`config.mk`:
```
export PLATFORM = sky130hd
export DESIGN_NAME = organ_sequencer
export DESIGN_NICKNAME = d
export VERILOG_FILES = /design/src/rtl/organ_sequencer.sv
export SDC_FILE = /design/constraint.sdc
export NUM_CORES = 1
export LEC_CHECK = 0
export CAP_MARGIN = 5
export CORE_MARGIN = 1.5
export CORE_UTILIZATION = 63
export DETAILED_ROUTE_END_ITERATION = 6
export PLACE_DENSITY = 0.9
export SLEW_MARGIN = 20
export SYNTH_ARGS = -nofsm -noshare
export SYNTH_HDL_FRONTEND = slang
export SYNTH_SLANG_ARGS = --single-unit
export TNS_END_PERCENT = 20
```
`constraint.sdc`:
```
create_clock -name clk -period 8.2 [get_ports clk]
set_clock_uncertainty 0.15 [all_clocks]
set_input_delay 1.64 -clock clk [delete_from_list [all_inputs] [get_ports clk]]
set_output_delay 1.64 -clock clk [all_outputs]
set_load 0.01 [all_outputs]
```
`src/rtl/organ_sequencer.sv`:
```
// Tone organ sequencer: manual switch passthrough or automatic Do..Do scale playback,
// plus the square-wave generator that turns the lookup table's half-period into audio.
module organ_sequencer #(
  parameter int NOTE_CYCLES = 25000000,
  parameter int GAP_CYCLES  = 2500000,
  parameter int DUR_W       = 32
) (
  input  logic        clk,
  input  logic        reset_n,
  input  logic        start,
  input  logic        stop,
  input  logic        loop_en,
  input  logic        manual_en,
  input  logic [3:0]  sw,
  input  logic [31:0] div_in,
  output logic [3:0]  note_code,
  output logic [2:0]  note_idx,
  output logic        busy,
  output logic        audio_out
);

  typedef enum logic [1:0] {
    IDLE = 2'd0,
    NOTE = 2'd1,
    GAP  = 2'd2
  } state_t;

  localparam logic [DUR_W-1:0] NOTE_LAST = DUR_W'(NOTE_CYCLES - 1);
  localparam logic [DUR_W-1:0] GAP_LAST  = DUR_W'(GAP_CYCLES - 1);

  state_t           state;
  logic [2:0]       idx;
  logic [DUR_W-1:0] dur;
  logic             rst_p0;

  logic [3:0]       code_p0;
  logic [31:0]      tone_cnt;
  logic             aud_q;
  logic             code_chg;
  logic [31:0]      cnt_eff;
  logic             aud_eff;

  // Sequencer FSM; stop outranks start and any note/gap expiry in the same cycle
  always_ff @(posedge clk) begin
    if (!reset_n) begin
      state <= IDLE;
      idx   <= 3'd0;
      dur   <= '0;
    end else if (stop) begin
      state <= IDLE;
      idx   <= 3'd0;
      dur   <= '0;
    end else begin
      case (state)
        IDLE: begin
          if (start) begin
            state <= NOTE;
            idx   <= 3'd0;
            dur   <= '0;
          end
        end
        NOTE: begin
          if (dur == NOTE_LAST) begin
            state <= GAP;
            dur   <= '0;
          end else begin
            dur <= dur + DUR_W'(1);
          end
        end
        GAP: begin
          if (dur == GAP_LAST) begin
            dur <= '0;
            if (idx != 3'd7) begin
              idx   <= idx + 3'd1;
              state <= NOTE;
            end else if (loop_en) begin
              idx   <= 3'd0;
              state <= NOTE;
            end else begin
              idx   <= 3'd0;
              state <= IDLE;
            end
          end else begin
            dur <= dur + DUR_W'(1);
          end
        end
        default: begin
          state <= IDLE;
          idx   <= 3'd0;
          dur   <= '0;
        end
      endcase
    end
  end

  // Blocks manual passthrough during the cycle that follows a sampled reset
  always_ff @(posedge clk) begin
    rst_p0 <= ~reset_n;
  end

  always_comb begin
    note_code = 4'b0000;
    case (state)
      IDLE:    note_code = (manual_en && !rst_p0) ? sw : 4'b0000;
      NOTE:    note_code = {idx, 1'b1};
      default: note_code = 4'b0000;
    endcase
  end

  assign busy     = (state != IDLE);
  assign note_idx = idx;

  // A code change restarts the tone phase from low in the very cycle it appears
  assign code_chg  = (note_code != code_p0);
  assign cnt_eff   = code_chg ? 32'd0 : tone_cnt;
  assign aud_eff   = code_chg ? 1'b0 : aud_q;
  assign audio_out = aud_q & ~code_chg;

  always_ff @(posedge clk) begin
    if (!reset_n) begin
      code_p0  <= 4'b0000;
      tone_cnt <= 32'd0;
      aud_q    <= 1'b0;
    end else begin
      code_p0 <= note_code;
      if (div_in == 32'd0) begin
        tone_cnt <= 32'd0;
        aud_q    <= 1'b0;
      end else if (cnt_eff >= div_in - 32'd1) begin
        tone_cnt <= 32'd0;
        aud_q    <= ~aud_eff;
      end else begin
        tone_cnt <= cnt_eff + 32'd1;
        aud_q    <= aud_eff;
      end
    end
  end

endmodule

```
# Yosys cells after proc, flatten, opt, wreduce, memory -nomap -nowiden
# Cells that the tools add are included.
[op_classes] div=0 eq_ne=9 bitwise=5 add_sub_neg=4 magnitude_cmp=1 n_mul=0 n_shift=0 mux=19 reduce_logical=10
[ops] cell="32-bit two-way mux" count=4
[ops] cell="32-bit case mux with 3 select lines" count=1
[ops] cell="32-bit by 1-bit adder with 32-bit output (second input constant)" count=2
[ops] cell="32-bit by 22-bit equality test with 1-bit output (second input constant)" count=1
[ops] cell="32-bit by 25-bit equality test with 1-bit output (second input constant)" count=1
[ops] cell="32-bit >= comparator" count=1
[ops] cell="32-bit logical NOT" count=1
[ops] cell="32-bit by 1-bit subtractor with 32-bit output (second input constant)" count=1
[ops] cell="3-bit two-way mux" count=3
[ops] cell="3-bit case mux with 3 select lines" count=1
[ops] cell="4-bit case mux with 2 select lines" count=1
[ops] cell="2-bit two-way mux" count=3
[ops] cell="2-bit != test (second input constant)" count=3
[ops] cell="2-bit case mux with 3 select lines" count=1
[ops] cell="3-bit AND reduction" count=2
[ops] cell="1-bit two-way mux" count=4
[ops] cell="4-bit two-way mux" count=1
[ops] cell="4-bit != test" count=1
[ops] cell="1-bit inverter" count=4
[ops] cell="2-bit OR reduction" count=2
[ops] cell="3-bit by 1-bit adder with 3-bit output (second input constant)" count=1
[ops] cell="3-bit != test (second input constant)" count=1
[ops] cell="3-bit OR reduction" count=1
[ops] cell="2-bit by 1-bit equality test with 1-bit output (second input constant)" count=1
[ops] cell="other kinds (6)" count=6
[totals] latch_bits=0 reg_bits=75 ramBits=0 rom_bits=0 output_inout_bits=9 memories=0 in_bits=42 wordCells=55

# Logic depth before layout (Yosys ltp)
[depth] ltp_word=8 mapped_depth=18 depth_no_buf=15

# Worst setup path before layout
# OpenSTA, ideal clock, no wires.
[synth_path] path_kind="in2reg" startpoint="input div_in[1]" endpoint="register tone_cnt[18]" n_path_buf=2 setup_time_ns=0.115 cell_stages=15 required_ns=7.935 arrival_ns=4.497 path_slack_ns=3.438 cell_sequence="nor3_1 > nand4_1 > or4_4 > nor3_1 > nand2_1 > xor2_1 > ha_1 > nand4_1 > nor4_1 > o21a_1 > o31ai_1 > nand4_1 > buf_4 > buf_6 > nor2_1"
[synth_between] elab_chain_len=3 word_cells_on_any_way=4 classes_between="add/sub: 1; order compare: 1; reduce/logical: 2"
[synth_lines] element="start: declaration" line="15" text="input logic [31:0] div_in,"
[synth_lines] element="32-bit by 1-bit subtractor with 32-bit output" line="129" text="end else if (cnt_eff >= div_in - 32'd1) begin"
[synth_lines] element="32-bit >= comparator" line="129"
[synth_lines] element="3-bit OR reduction (no line) (*)"
[synth_lines] element="end signal: assignment" line="133" text="tone_cnt <= cnt_eff + 32'd1;"
[synth_lines] element="end: declaration" line="37" text="logic [31:0] tone_cnt;"
# Mark *: on every way between the ends. The rest lies on a longest branch, timed or not.
# A chain may end at the register's enable or synchronous reset.

# Worst setup path in the final report
[layout_path] startpoint="input manual_en" endpoint="register tone_cnt[24]"
[layout_between] elab_chain_len=7 word_cells_on_any_way=8 classes_between="add/sub: 1; order compare: 1; eq/ne: 1; mux: 3; reduce/logical: 2"
[layout_lines] element="start: declaration" line="13" text="input logic manual_en,"
[layout_lines] element="1-bit logical AND (*)" line="104" text="IDLE: note_code = (manual_en && !rst_p0) ? sw : 4'b0000;"
[layout_lines] element="4-bit two-way mux (*)" line="104"
[layout_lines] element="4-bit case mux with 2 select lines (*)" line="103" text="case (state)"
[layout_lines] element="4-bit != test (*)" line="114" text="assign code_chg = (note_code != code_p0);"
[layout_lines] element="32-bit two-way mux (*)" line="115" text="assign cnt_eff = code_chg ? 32'd0 : tone_cnt;"
[layout_lines] element="32-bit >= comparator" line="129"
[layout_lines] element="3-bit OR reduction (no line)"
# Marked as above.

==> flow_summary.yaml <==
logic_synthesis:
  synth-seq-area-share_pct: 28.38
  yosysMostFrequentCell: "nor2_1"
  synth_fp_nets: 742
  yosys-top-cells-area: "dfxtp_1 28%, ha_1 10%, xnor2_1 6.3%, nor2_1 6.2%, xor2_1 6.1%"
  synth_cells: 657
  synthTopCellsByCount: "87 x nor2_1, 75 x dfxtp_1, 67 x nand2_1, 43 x ha_1, 38 x xnor2_1"
  synth_top_cell_area_share_pct: 28.38
  synth_warnings: 0
  ys_seq_elements: 75
  synthFlopType: "dfxtp_1"
  synth.avg_cell_area_um2: 8.052
  synth_area_leader_cell: "dfxtp_1"
  synth.distinct_cells: 65
  netlist_area_um2: 5290
  async_reset_ff_share_pct: 0
  synth-edff-count: 0
min_path:
  hold_class: "register to register"
global_route:
  antenna_found_initial: 0
  grtUsageMet1_pct: 34.03
  overflow: 0
  grt_use_total_pct: 29.55
  use_met2_pct: 53.33
  grt.busiest_layer: "met2"
  grt_max_degree: 35
  grt_pass1_wl_mm: 21.19
  grt_use_met3_pct: 5.475
  grt_pass1_vias: 4871
floorplanning:
  rows: 33
  design.core.area_um2: 8175
  die_x_um: 94.64
  chipHeight_um: 94.64
  num_io_pins: 51
  floorplan.initialDensity_pct: 64.71
  die_area_um2: 8956
clock_network:
  htreeDepth: 3
  cts_buffers: 9
  clockBufferDepth: 2
  holdBufCountCts: 0
  cts_tree: "built"
  clock_sinks: 75
  cts-root-buf: "clkbuf_8"
  cts_resized: 0
  postCtsSetupBuffers: 0
  clkLatencyLatePin_ps: 360
  clkTransAtPathRegs_ps: 80
flow_run:
  maxCapViolations: 0
sta:
  fin_hold_ws_ps: 329.7
  worst_pin_slew_ps: 872.0
  setup_tns_ps: 0
  drv_slew: 0
  setup_viol: 0
  finalCriticalPeriod_ps: 6048
  rsz0062_at_grt: "no"
  timing_hold_violations_final: 0
  relSlewSlack_pct: 41.87
  clock.fmax_mhz: 165.3
  fin_crit_sh_pct: 73.76
critical_path:
  cp-start-kind: "input pin"
  cp.arrival_ps: 6190
  endpoint_kind: "register"
  slowest_stage: "and4_1"
  critPathBufInv: 2
  crit_fanout: 34
  path_class: "input pin to register"
  cpLargestDelayFamily: "simple AND/OR/NAND/NOR gates"
  crit_chain: "clkdlybuf4s50_1, nand4b_1, nor2b_1, a221oi_1, and4_1, nand2_1, ha_1, nand2b_1, a2111oi_0, nor4_1, o31ai_1, nand4_1, buf_6, a21oi_1"
  crit_required_ps: 8340
  critPathMaxStageDelay_ps: 820
detailed_routing:
  drc: 0
  postRouteAntennaNets: 0
  drt-total-wl_mm: 12.75
  drt-initial-drc-count: 213
  drt_pass1_iterations: 5
  vias_per_cell: 6.039
  dr_total_vias: 4910
  wl_per_cell_um: 15.69
power_and_ir_drop:
  leakage_nw: 2.293
  fin_total_pwr_mw: 0.8160
  ir_worst_vdd_mv: 0.1020
  power_density_nw_per_um2: 134.1
place:
  hpwl_mm: 9.631
  dpl_cell_area_um2: 5851
  gp_congestion: 0.9335
  port-buffer-count: 50
cells_and_area:
  drive_above_1_share_pct: 5.508
  fin_nets: 788
  antenna_cells: 0
  final_area_um2: 6087
  areaGrowthSynthToFinish_pct: 15.07
outcome:
  outcome: "complete, no violations"
[cells in the final DEF, fill, tap and decap left out, types with 6 or more instances in the layout]
master,netlist,final
and4_1,9,9
nand2_1,67,67
clkbuf_8,0,9
a21oi_1,27,27
nor2_1,87,87
dfxtp_1,75,75
nand3_1,37,37
nor4_1,12,12
xor2_1,37,37
ha_1,43,43
nand2b_1,6,6
clkdlybuf4s50_1,0,50
inv_1,15,15
o21ai_0,13,13
and3_1,22,22
xnor2_1,38,38
nor2b_1,7,7
nand4_1,23,23
nor3_1,23,23
and2_1,31,31
nand4b_1,6,6
[layout make-up]
type	instances	area [um2]
multi-input cells	549	3646
fillers	589	2088
flip-flops and latches	75	1501
repair buffers	53	526.8
well taps	105	131.4
clock buffers	9	123.9
clock inverters	7	101.3
inverters	15	56.30
[metal layers]
layer  vias to the layer above  share of wire [%]
met4                         0                1.9
li1                       2417                  -
met1                      2310                 44
met2                       151                 50
met3                        32                4.3
met5                         -                  0
[sequential cells by signal (all words and copies together) (netlist names)]
register and cells:
rst_p0 1, aud_q 1, code_p0 4, dur 32, note_idx 3, tone_cnt 32
state 2
[worst register-to-register path: cells and delay by family, from the launching register on]
| family | cells | cell delay [ps] |
|---|---|---|
| AO/OA/AOI/OAI | 5 | 1400 |
| buffers and inverters | 2 | 490 |
| flip-flops | 1 | 420 |
| AND/OR/NAND/NOR | 6 | 1910 |
| adder cells (fa/ha/maj) | 2 | 640 |
[power breakdown]
group	switching (mW)	internal, mW
clock network	0.147	0.173
registers	0.00297	0.367
logic	0.0758	0.0501
[logic make-up after synthesis]
family	after synthesis	share of synthesized area [%]
buffers and inverters	33	2.696
adder cells (fa/ha/maj)	43	10.17
XOR/XNOR	75	12.42
flip-flops	75	28.38
AO/OA/AOI/OAI	70	9.012
multiplexers	2	0.4021
AND/OR/NAND/NOR	359	36.92
[path summary, 6_finish.rpt]
kind	slack (ps)	endpoint	cells past startpoint	start
max	2150	tone_cnt[24]	14	manual_en
min	330	aud_q	2	aud_q
max reg2reg	3120	tone_cnt[24]	15	state[0]
min reg2reg	330	aud_q	2	aud_q
[stage by stage]
stage | util [%] | cells | setup slack (ps)
floorplan | - | 657 | 3438
global placement | 71.56 | 796 | 1722
detailed placement | 71.56 | 796 | 1478
CTS | 74.32 | 812 | 1822
global route | 74.46 | 813 | 1729
finish | 74.46 | 813 | 2152
Note: power is estimated with default switching activity, not from simulation.
